### src/rtl/stone_pkg.sv
// Stone RAM word layout, type/colour codes and renderer FSM types shared by
// stone_renderer and the optional sprite ROM (STONE_SPRITE_EN).
package stone_pkg;

  localparam int X_MSB    = 31;
  localparam int X_LSB    = 23;
  localparam int Y_MSB    = 18;
  localparam int Y_LSB    = 11;
  localparam int TYPE_MSB = 3;
  localparam int TYPE_LSB = 2;
  localparam int VIS_BIT  = 1;
  localparam int MOV_BIT  = 0;

  localparam logic [1:0] T_STONE   = 2'b00;
  localparam logic [1:0] T_GOLD    = 2'b01;
  localparam logic [1:0] T_DIAMOND = 2'b10;

  localparam logic [2:0] C_STONE   = 3'b111;
  localparam logic [2:0] C_GOLD    = 3'b110;
  localparam logic [2:0] C_DIAMOND = 3'b011;

  localparam int SCREEN_W_DEF = 320;
  localparam int SCREEN_H_DEF = 240;

  typedef enum logic [2:0] {
    S_IDLE, S_ADDR, S_WAIT, S_LATCH, S_PLOT, S_NEXT, S_DONE
  } state_e;

  typedef struct packed {
    logic [8:0] x;
    logic [7:0] y;
    logic [1:0] kind;
  } stone_t;

  function automatic stone_t unpack_stone(input logic [31:0] d);
    stone_t s;
    s.x    = d[X_MSB:X_LSB];
    s.y    = d[Y_MSB:Y_LSB];
    s.kind = d[TYPE_MSB:TYPE_LSB];
    return s;
  endfunction

  // Both diamond codes (10 and 11) share one colour.
  function automatic logic [2:0] colour_of(input logic [1:0] kind);
    case (kind)
      T_STONE: return C_STONE;
      T_GOLD:  return C_GOLD;
      default: return C_DIAMOND;
    endcase
  endfunction

endpackage

### src/rtl/stone_sprite_rom.sv
// Synchronous 4 x 256 x 3 sprite ROM, present only with STONE_SPRITE_EN.
// Colour 3'b000 marks a transparent pixel; the four corners are transparent.
`ifdef STONE_SPRITE_EN
module stone_sprite_rom
  import stone_pkg::*;
(
  input  logic       clock,
  input  logic [9:0] addr,
  output logic [2:0] colour
);

  function automatic logic [2:0] sprite_px(input logic [9:0] a);
    logic [3:0] r, c;
    r = a[7:4];
    c = a[3:0];
    if ((r == 4'd0 || r == 4'd15) && (c == 4'd0 || c == 4'd15)) return 3'b000;
    return colour_of(a[9:8]);
  endfunction

  always_ff @(posedge clock) colour <= sprite_px(addr);

endmodule
`endif

### src/rtl/stone_renderer.sv
// Per-frame stone renderer: scans the stone RAM and expands each visible stone
// into a SIZE x SIZE block of clipped VGA pixel writes. Sprite mode: STONE_SPRITE_EN.
module stone_renderer
  import stone_pkg::*;
#(
  parameter int SIZE     = 16,
  parameter int SCREEN_W = SCREEN_W_DEF,
  parameter int SCREEN_H = SCREEN_H_DEF,
  parameter int READ_LAT = 2
) (
  input  logic        clock,
  input  logic        resetn,
  input  logic        start,
  input  logic [3:0]  quantity,
  input  logic [31:0] data,
  output logic        draw_stone_flag,
  output logic [3:0]  draw_index,
  output logic [8:0]  x,
  output logic [7:0]  y,
  output logic [2:0]  colour,
  output logic        plot,
  output logic        done
);

  localparam int            CW        = (SIZE > 1) ? $clog2(SIZE) : 1;
  localparam logic [CW-1:0] LAST      = CW'(SIZE - 1);
  localparam logic [7:0]    WAIT_INIT = 8'(READ_LAT - 1);

  state_e        state;
  stone_t        stn;
  logic [CW-1:0] col, row;
  logic [7:0]    wait_cnt;
  logic [9:0]    px, py;
  logic          in_range, last_px;

  // 10-bit sums so stones near the right/bottom edge clip instead of wrapping.
  assign px       = 10'(stn.x) + 10'(col);
  assign py       = 10'(stn.y) + 10'(row);
  assign in_range = (px < 10'(SCREEN_W)) && (py < 10'(SCREEN_H));
  assign last_px  = (col == LAST) && (row == LAST);

  logic unused_bits;
  assign unused_bits = ^{data[X_LSB-1:Y_MSB+1], data[Y_LSB-1:TYPE_MSB+1], data[MOV_BIT]};

`ifdef STONE_SPRITE_EN
  logic [2:0] rom_colour;
  logic       tail, s_vld, s_in;
  logic [8:0] s_x;
  logic [7:0] s_y;

  stone_sprite_rom u_rom (
    .clock  (clock),
    .addr   ({stn.kind, 4'(row), 4'(col)}),
    .colour (rom_colour)
  );
`endif

  always_ff @(posedge clock or negedge resetn) begin
    if (!resetn) begin
      state           <= S_IDLE;
      draw_stone_flag <= 1'b0;
      draw_index      <= '0;
      x               <= '0;
      y               <= '0;
      colour          <= '0;
      plot            <= 1'b0;
      done            <= 1'b0;
      stn             <= '0;
      col             <= '0;
      row             <= '0;
      wait_cnt        <= '0;
`ifdef STONE_SPRITE_EN
      tail            <= 1'b0;
      s_vld           <= 1'b0;
      s_in            <= 1'b0;
      s_x             <= '0;
      s_y             <= '0;
`endif
    end else begin
      done <= 1'b0;
      plot <= 1'b0;
`ifdef STONE_SPRITE_EN
      // ROM output lines up with the pixel issued one cycle earlier.
      s_vld <= 1'b0;
      if (s_vld && s_in && rom_colour != 3'b000) begin
        plot   <= 1'b1;
        x      <= s_x;
        y      <= s_y;
        colour <= rom_colour;
      end
`endif
      case (state)
        S_IDLE: if (start) begin
          draw_stone_flag <= 1'b1;
          draw_index      <= '0;
          state           <= S_ADDR;
        end
        S_ADDR: if (draw_index >= quantity) state <= S_DONE;
        else begin
          wait_cnt <= WAIT_INIT;
          state    <= S_WAIT;
        end
        S_WAIT: begin
          wait_cnt <= wait_cnt - 8'd1;
          if (wait_cnt <= 8'd1) state <= S_LATCH;
        end
        S_LATCH: begin
          stn <= unpack_stone(data);
          if (data[VIS_BIT]) begin
            col   <= '0;
            row   <= '0;
            state <= S_PLOT;
          end else state <= S_NEXT;
        end
        S_PLOT: begin
`ifdef STONE_SPRITE_EN
          if (tail) begin
            tail  <= 1'b0;
            state <= S_NEXT;
          end else begin
            s_vld <= 1'b1;
            s_in  <= in_range;
            s_x   <= px[8:0];
            s_y   <= py[7:0];
            if (last_px) tail <= 1'b1;
`else
          begin
            if (in_range) begin
              plot   <= 1'b1;
              x      <= px[8:0];
              y      <= py[7:0];
              colour <= colour_of(stn.kind);
            end
            if (last_px) state <= S_NEXT;
`endif
            if (col == LAST) begin
              col <= '0;
              row <= row + 1'b1;
            end else col <= col + 1'b1;
          end
        end
        S_NEXT: begin
          draw_index <= draw_index + 4'd1;
          state      <= S_ADDR;
        end
        S_DONE: begin
          draw_stone_flag <= 1'b0;
          done            <= 1'b1;
          state           <= S_IDLE;
        end
        default: state <= S_IDLE;
      endcase
    end
  end

endmodule

### config.mk
export PLATFORM = sky130hd
export DESIGN_NAME = stone_renderer
export DESIGN_NICKNAME = d
export VERILOG_FILES = /design/src/rtl/stone_pkg.sv /design/src/rtl/stone_sprite_rom.sv /design/src/rtl/stone_renderer.sv
export SDC_FILE = /design/constraint.sdc
export NUM_CORES = 1
export LEC_CHECK = 0
export ABC_AREA = 1
export BUFFER_PORTS_ARGS = -buffer_cell sky130_fd_sc_hd__buf_2
export CORE_AREA = 3 3 84 86
export CTS_CLUSTER_SIZE = 10
export DETAILED_ROUTE_END_ITERATION = 8
export DIE_AREA = 0 0 87 89
export PLACE_DENSITY = 0.83
export SLEW_MARGIN = 20
export SYNTH_ARGS = -nofsm -noshare
export SYNTH_HDL_FRONTEND = slang
export SYNTH_SLANG_ARGS = --single-unit
export TNS_END_PERCENT = 5
### constraint.sdc
create_clock -name clock -period 4.55 [get_ports clock]
set_clock_uncertainty 0.15 [all_clocks]
set_input_delay 0.455 -clock clock [delete_from_list [all_inputs] [get_ports clock]]
set_output_delay 0.455 -clock clock [all_outputs]
set_load 0.01 [all_outputs]
Yosys cells after proc, flatten, opt, wreduce, memory -nomap -nowiden
Index checks and enable logic that the tools add are counted.

storage, ports and cells
  register bits = 65
  bits of input ports = 39
  output and inout bits = 27

cells by class
  $add $sub $neg = 6
  magnitude comparators = 4
  eq/ne operators = 15
  mux-type cells = 21
  reduce and logical (&&, ||, !) cells = 15

operators by type and width
  kind                                                                    count
  4-bit case mux with 2 select lines                                      3
  3-bit case mux with 6 select lines                                      1
  4-bit two-way mux                                                       4
  8-bit case mux with 2 select lines                                      1
  4-bit by 1-bit adder with 4-bit output (second input constant)          3
  3-bit two-way mux                                                       4
  2-bit != test (second input constant)                                   6
  9-bit by 4-bit adder with 10-bit output                                 1
  10-bit by 9-bit < comparator with 1-bit output (second input constant)  1
  2-bit AND reduction                                                     5
  8-bit by 4-bit adder with 9-bit output                                  1
  3-bit equality test (second input constant)                             3
  9-bit by 8-bit < comparator with 1-bit output (second input constant)   1
  4-bit equality test (second input constant)                             2
  8-bit by 1-bit <= comparator with 1-bit output (second input constant)  1
  8-bit two-way mux                                                       1
  2-bit nonzero test                                                      4
  8-bit by 1-bit subtractor with 8-bit output (second input constant)     1
  3-bit by 2-bit equality test with 1-bit output (second input constant)  2
  3-bit case mux with 2 select lines                                      1
  3-bit AND reduction                                                     2
  1-bit two-way mux                                                       5
  4-bit greater-or-equal comparator                                       1
  3-bit by 1-bit equality test with 1-bit output (second input constant)  1
  other kinds (5)                                                         6

Longest topological paths before layout
Gate-level depths: netlist of run 1.

  depth in word-level cells = 5
  gate-level depth with buffers = 14
  depth with buffers taken out = 13

Worst setup path after synthesis of run 1
Ideal clock, no wire load.

  path type = flip-flop to flip-flop
  start = register col[0]
  end = register x[1]
  library setup time = 117 ps
  arrival = 1906 ps
  data required time = 4283 ps
  setup slack = 2377 ps
  stages on the path, launching flop included = 12
  clock period less this slack = 2173 ps
  path through = dfrtp_1 -> ha_1 -> fa_1 -> nand3_1 -> nand3_2 -> nand2_2 -> xor2_2 -> nand2_2 -> buf_8 -> buf_12 -> nand4_1 -> nand2_1

between the ends
  longest elaborated chain between the ends = 4

ends and longest elaborated chain
  element                                         RTL line               source
  from (decl)                                     stone_renderer.sv:31   logic [CW-1:0] col, row;
  from (signal assigned)                          stone_renderer.sv:139  end else col <= col + 1'b1;
  9-bit by 4-bit adder with 10-bit output *       stone_renderer.sv:37   assign px = 10'(stn.x) + 10'(col);
  10-bit by 9-bit < comparator with 1-bit output  stone_renderer.sv:39   assign in_range = (px < 10'(SCREEN_W)) && (py < 10'(SCREEN_H));
  1-bit logical AND                               stone_renderer.sv:39
  2-bit AND reduction (no source line)            n/a
  to (signal assigned)                            stone_renderer.sv:130  x <= px[8:0];
  to (decl)                                       stone_renderer.sv:18   output logic [8:0] x,

Every way passes the cells marked *; elsewhere a longest branch is shown, timed or not.
A chain may end at the register's enable or synchronous reset.

Worst setup path in the final report of run 1
  start = register row[0]
  end = register x[4]

between the ends
  longest elaborated chain between the ends = 4

ends and longest elaborated chain
  element                                        RTL line               source
  from (decl)                                    stone_renderer.sv:31
  from (signal assigned)                         stone_renderer.sv:138  row <= row + 1'b1;
  8-bit by 4-bit adder with 9-bit output         stone_renderer.sv:38   assign py = 10'(stn.y) + 10'(row);
  9-bit by 8-bit < comparator with 1-bit output  stone_renderer.sv:39
  1-bit logical AND                              stone_renderer.sv:39
  2-bit AND reduction (no source line)           n/a

No other way between the ends.

==> flow_metrics.env, run 1 <==
export IMPL_synth_warnings=0
export IMPL_avgSynthCellArea_sq_um=8.44
export IMPL_place_port_buffers=53
export IMPL_place_inst=543
export IMPL_track_usage=0.195
export IMPL_cts_tree="built"
export IMPL_synth_edf_count=0
export IMPL_drtIter0Drc=127
export IMPL_critical_path_startpoint="row[0]"
export IMPL_sw_frac_of_total=0.225
export IMPL_cts_resized_gates=0
export IMPL_cp_max_fo=21
export IMPL_drtPass1Iterations=4
export IMPL_fmax_mhz=346
export IMPL_clockPowerShare=0.453
export IMPL_slew_headroom=0.473
export IMPL_antenna_found_initial=0
export IMPL_htreeDepth=3
export IMPL_num_rows=29
export IMPL_vias=2890
export IMPL_setup_violations_final=0
export IMPL_status="completed"
export IMPL_drive_gt1_frac=0.197
export IMPL_cp_common_cell="nand2_1"
export IMPL_min_period_over_period=0.636
export IMPL_synth_compound_area_share=0.0637
export IMPL_pwr_density_cell_nw_per_um2=274
export IMPL_layout_cells_non_filler=559
export IMPL_cts_sinks=65
export IMPL_yosys_area_top_type="dfrtp_1"
export IMPL_peakVddDrop_mv=0.164
export IMPL_path_buf_inv=1
export IMPL_critPathArrivalTime_ns=2.97
export IMPL_ioPinCount=66
export IMPL_crit_chain="ha_1 > inv_1 > fa_1 > nand3b_1 > nand2_1 > nand4_1 > nand2_2 > nor2_2 > nand3_2 > nand2_1 > nand2_1"
export IMPL_cpPeakStageDelay_ns=0.57
export IMPL_p_leak_nw=2.19
export IMPL_worst_slew_pin_slew_ns=0.791
export IMPL_synth_xor_area_share=0.0437
export IMPL_reg2reg_from="row[0]"
export IMPL_synth_fa_ha_area_frac=0.0707
export IMPL_reg2regPathDepth=11
export IMPL_ys_seq_area_frac=0.455
export IMPL_dieWidth_microns=87
export IMPL_ys_flop_type="dfrtp_1"
export IMPL_fin_nets=535
export IMPL_cts_hold_buf=0
export IMPL_critPathSlowestCell="nor2_2"
export IMPL_rsz0062_at_grt="false"
export IMPL_routed_wl_microns=7080
export IMPL_grt_pass1_vias=2731
export IMPL_async_reset_ff_frac=1.00
export IMPL_gp_congestion=0.843
export IMPL_critPathTopFamily="simple AND/OR/NAND/NOR gates"
export IMPL_core_sq_um=6350
export IMPL_hold_class="input port to asynchronous set/reset pin"
export IMPL_cts_made_buffers=9
export IMPL_cp_end_kind="register"
export IMPL_grt_first_pass_wirelength_microns=11800
export IMPL_synth_top_family_by_area="simple AND/OR/NAND/NOR gates"
export IMPL_required_ns=4.63
export IMPL_synthTopCellsByArea="dfrtp_1 45%, nand2_1 15%, ha_1 5.9%"
export IMPL_synth_simple_area_share=0.284
export IMPL_synth_top_area_share=0.455
export IMPL_ys_ff_latch=65
export IMPL_clk_latency_ns=0.34
export IMPL_layout_commonest_cell="nand2_1"
export IMPL_clk_pin_slew_ns=0.07
export IMPL_root_buffer="clkbuf_8"
export IMPL_grt_max_degree=66
export IMPL_floorplan_initialDensity=0.563
export IMPL_synth_cell_area_sq_um=3580
export IMPL_drv_slew=0
export IMPL_p_comb_frac=0.025
export IMPL_drv_cap=0
export IMPL_vias_per_cell=5.17
export IMPL_synth_mux_area_frac=0
export IMPL_area_growth_pct=12.9
export IMPL_hpwl_microns=5210
export IMPL_wl_per_cell_microns=12.7
export IMPL_netlist_instances=424
export IMPL_postCtsSetupRepairBufs=0
export IMPL_cts_buffer_depth=2
export IMPL_n_fill_cell=545
export IMPL_grt_remaining_overflow=0
export IMPL_synth_fp_nets=482
export IMPL_setup_tns_final_ns=0
export IMPL_p_sw_w=0.000249
export IMPL_finalHoldViolCount=0
export IMPL_p_int_w=0.000856
export IMPL_worstSetupPathType="register to register"
export IMPL_total_power_w=0.00110
export IMPL_die_area_sq_um=7740
export IMPL_remaining_drc_errors=0
export IMPL_cp_start_kind="register"
export IMPL_synth_distinct_cells=37
export IMPL_cp_num_cells=11
export IMPL_p_seq_frac=0.523
export IMPL_period_needed_ns=2.89
export IMPL_final_cell_mix="140 x nand2_1, 65 x dfrtp_1, 53 x buf_2, 40 x inv_1, 26 x o21ai_0"
export IMPL_ant_nets=0
export IMPL_die_y_microns=89
export IMPL_diodes=0
[stage by stage]
stage	hold slack, ns	setup slack (ns)	util	instance area (sq um)
final	0.132	1.66	0.636	4040
after global routing	0.160	1.36	0.636	4040
after CTS	0.152	1.67	0.636	4040
after detailed placement	0.296	1.67	0.604	3830
after global placement	0.293	1.80	0.604	3830
after floorplan	0.00941	2.38	-	3580
[cell usage after synthesis, types with 3 or more instances]
| cell type | count |
|---|---|
| nand2_1 | 140 |
| dfrtp_1 | 65 |
| inv_1 | 40 |
| o21ai_0 | 26 |
| nand4_1 | 25 |
| nand3_1 | 24 |
| ha_1 | 17 |
| nor2_1 | 15 |
| xor2_1 | 12 |
| nand2_2 | 7 |
| a21oi_1 | 6 |
| buf_2 | 5 |
| buf_6 | 5 |
| inv_2 | 4 |
| xnor2_1 | 4 |
| nand3_2 | 3 |
| nand3b_1 | 3 |
[state kept, by name, summed over array words and instances (netlist names)]
signal,cells
draw_stone_flag,1
y,8
draw_index,4
row,4
done,1
col,4
x,9
colour,3
stn,19
wait_cnt,8
state,3
plot,1
[kinds of logic (layout without fill, tap and decap cells)]
kind of cell,count (synthesis),count (layout)
AO/OA/AOI/OAI,41,41
AND/OR/NAND/NOR,224,224
adder cells (fa/ha/maj),19,19
XOR/XNOR,17,17
buffers and inverters,58,116
flip-flops,65,65
[final cells by class]
class | count | area [sq um] | area share
clock buffers | 10 | 138 | 0.0341
inverters | 45 | 174 | 0.0431
clock inverters | 6 | 67.6 | 0.0167
multi-input cells | 301 | 1660 | 0.410
well taps | 77 | 96.3 | 0.0239
repair buffers | 55 | 280 | 0.0694
flip-flops and latches | 65 | 1630 | 0.403
[final timing paths]
check | endpoint | slack (ns)
worst max-delay path | x[4] | 1.66
worst min-delay path | y[0] | 0.13
worst max register to register | x[4] | 1.66
worst min register to register | colour[1] | 0.31
max in group asynchronous | draw_index[3] | 3.60
min in group clock | stn[13] | 0.16
[routing by layer]
layer,share of wire,up-vias,global-route usage
met5,0,-,0
met4,0.020,0,0.0935
met1,0.47,1329,0.243
li1,-,1485,-
met3,0.046,12,0.0369
met2,0.47,64,0.329
[power by group through the flow]
stage | combinational, W | clock [W] | sequential (W)
floorplan | 0.00000355 | 0 | 0.000589
global placement | 0.0000270 | 0 | 0.000589
detailed placement | 0.0000281 | 0 | 0.000589
CTS | 0.0000284 | 0.000511 | 0.000577
global route | 0.0000312 | 0.000535 | 0.000577
finish | 0.0000274 | 0.000500 | 0.000577
(Power assumes the default switching activity.)
==> inputs of run 2 (changes only) <==
==> constraint.sdc (replaced) <==
create_clock -name clock -period 2.7 [get_ports clock]
set_clock_uncertainty 0.15 [all_clocks]
set_input_delay 0.27 -clock clock [delete_from_list [all_inputs] [get_ports clock]]
set_output_delay 0.27 -clock clock [all_outputs]
set_load 0.01 [all_outputs]
==> run 2 against run 1 <==
Compared with the run above: fmax is 19% higher; register-to-register slack worse by 1.4 ns; power increased by 75%; combinational power increased to 2.6 times the previous value; critical path depth is the same; hold slack lost 0.013 ns; routed wire length rose by 3.5%; count of clock-buffer cells in the layout grew 1; critical endpoint is now y[1]; largest cell class unchanged.
==> flow_metrics.env, run 2 (same netlist as run 1, synthesis figures left out) <==
export IMPL_root_buffer="clkbuf_8"
export IMPL_cp_end_kind="register"
export IMPL_grt_first_pass_wirelength_microns=12600
export IMPL_drive_gt1_frac=0.190
export IMPL_area_growth_pct=20.0
export IMPL_cp_max_fo=21
export IMPL_design_area_sq_um=4290
export IMPL_required_ns=2.78
export IMPL_finalHoldViolCount=0
export IMPL_die_y_microns=89
export IMPL_routed_wl_microns=7320
export IMPL_r2r_setup_slack_ns=0.27
export IMPL_wl_per_cell_microns=12.6
export IMPL_critical_path_startpoint="row[0]"
export IMPL_cts_tree="built"
export IMPL_grt_pass1_vias=2935
export IMPL_grt_max_degree=66
export IMPL_fmax_mhz=412
export IMPL_p_leak_nw=2.29
export IMPL_rsz0062_at_grt="false"
export IMPL_status="completed"
export IMPL_gp_congestion=0.852
export IMPL_setup_violations_final=0
export IMPL_ant_nets=0
export IMPL_cp_start_kind="register"
export IMPL_pwr_density_cell_nw_per_um2=451
export IMPL_critPathArrivalTime_ns=2.51
export IMPL_reg2regPathDepth=11
export IMPL_r2r_end="y[1]"
export IMPL_drv_cap=0
export IMPL_place_port_buffers=53
export IMPL_dieWidth_microns=87
export IMPL_holdPathStages=3
export IMPL_remaining_drc_errors=0
export IMPL_largest_reg_flops=19
export IMPL_clk_pin_slew_ns=0.07
export IMPL_diodes=0
export IMPL_reg2reg_from="row[0]"
export IMPL_vias=3031
export IMPL_worstSetupPathType="register to register"
export IMPL_min_to="draw_stone_flag"
export IMPL_place_inst=546
export IMPL_layout_commonest_cell="nand2_1"
export IMPL_floorplan_initialDensity=0.563
export IMPL_htreeDepth=3
export IMPL_placed_area_sq_um=3870
export IMPL_track_usage=0.207
export IMPL_clk_latency_ns=0.34
export IMPL_min_period_over_period=0.899
export IMPL_cts_made_buffers=9
export IMPL_top_regs="stn x19, x x9"
export IMPL_ioPinCount=66
export IMPL_antenna_found_initial=0
export IMPL_regMostFlops="stn"
export IMPL_cts_sinks=65
export IMPL_layout_cells_non_filler=582
export IMPL_peakVddDrop_mv=0.343
export IMPL_die_area_sq_um=7740
export IMPL_slew_headroom=0.705
export IMPL_drv_slew=0
export IMPL_fin_nets=558
export IMPL_grt_remaining_overflow=0
export IMPL_vias_per_cell=5.21
export IMPL_hold_class="input port to register"
export IMPL_period_needed_ns=2.43
export IMPL_worst_slew_pin_slew_ns=0.442
export IMPL_num_rows=29
export IMPL_hpwl_microns=5330
export IMPL_drtPass1Iterations=4
export IMPL_core_sq_um=6350
export IMPL_holdWs_ns=0.119
export IMPL_final_cell_mix="140 x nand2_1, 65 x dfrtp_1, 53 x buf_2, 40 x inv_1, 26 x o21ai_0"
export IMPL_setup_tns_final_ns=0
export IMPL_cts_buffer_depth=2
export IMPL_worstHoldStart="start"
export IMPL_drtIter0Drc=81
==> run 2: worst max path at each step <==
stage                end  slack (ns)  cells after the start
detailed placement  y[1]       -0.13                     11
CTS                 y[1]        0.11                     11
global placement    y[1]       -0.05                     11
global route        x[0]        0.03                     11
floorplan           x[1]        0.53                     11
finish              y[1]        0.27                     11
==> run 2: repair_timing <==
action                                 CTS  global route
setup buffers                            0             0
endpoints found under the hold margin   84             0
setup endpoints to repair               20            20
hold buffers                            20             0
resized for setup                        1             1
==> run 2: power by group <==
group	leakage, nW	total (W)	switching (W)	internal, W
registers	0.737	0.000973	0	0.000973
logic	1.46	0.0000709	0.0000326	0.0000383
clock network	0.0995	0.000891	0.000372	0.000519
==> run 2: critical path: stages (launching register included) <==
cell	delay [ns]
dfrtp_1	0.43
ha_1	0.24
inv_1	0.07
fa_1	0.19
nand3b_1	0.13
nand2_1	0.09
nand4_1	0.11
nand2_2	0.07
nor2_4	0.37
nand3_4	0.27
nand2_1	0.13
nand2_1	0.06
==> run 2: routing by layer <==
layer | global-route usage | share of wire | vias up
met3 | 0.0387 | 0.044 | 17
met2 | 0.344 | 0.48 | 69
met5 | 0 | 0 | -
met4 | 0.103 | 0.026 | 0
li1 | - | - | 1527
met1 | 0.261 | 0.45 | 1418
==> run 2: layout make-up <==
| cell class | instances | area [sq um] |
|---|---|---|
| Fill cell | 525 | 2060 |
| Multi-Input combinational cell | 301 | 1670 |
| Timing Repair Buffer | 78 | 515 |
| Inverter | 45 | 174 |
| Tap cell | 77 | 96.3 |
| Sequential cell | 65 | 1630 |
| Clock buffer | 11 | 131 |
| Clock inverter | 5 | 80.1 |
==> run 2: through the flow <==
step / worst slack [ns] / util / total power [W]
detailed placement: -0.128 / 0.609 / 0.00104
global route: 0.0271 / 0.676 / 0.00201
finish: 0.274 / 0.676 / 0.00193
floorplan: 0.527 / - / 0.000998
CTS: 0.108 / 0.675 / 0.00197
global placement: -0.0462 / 0.609 / 0.00104
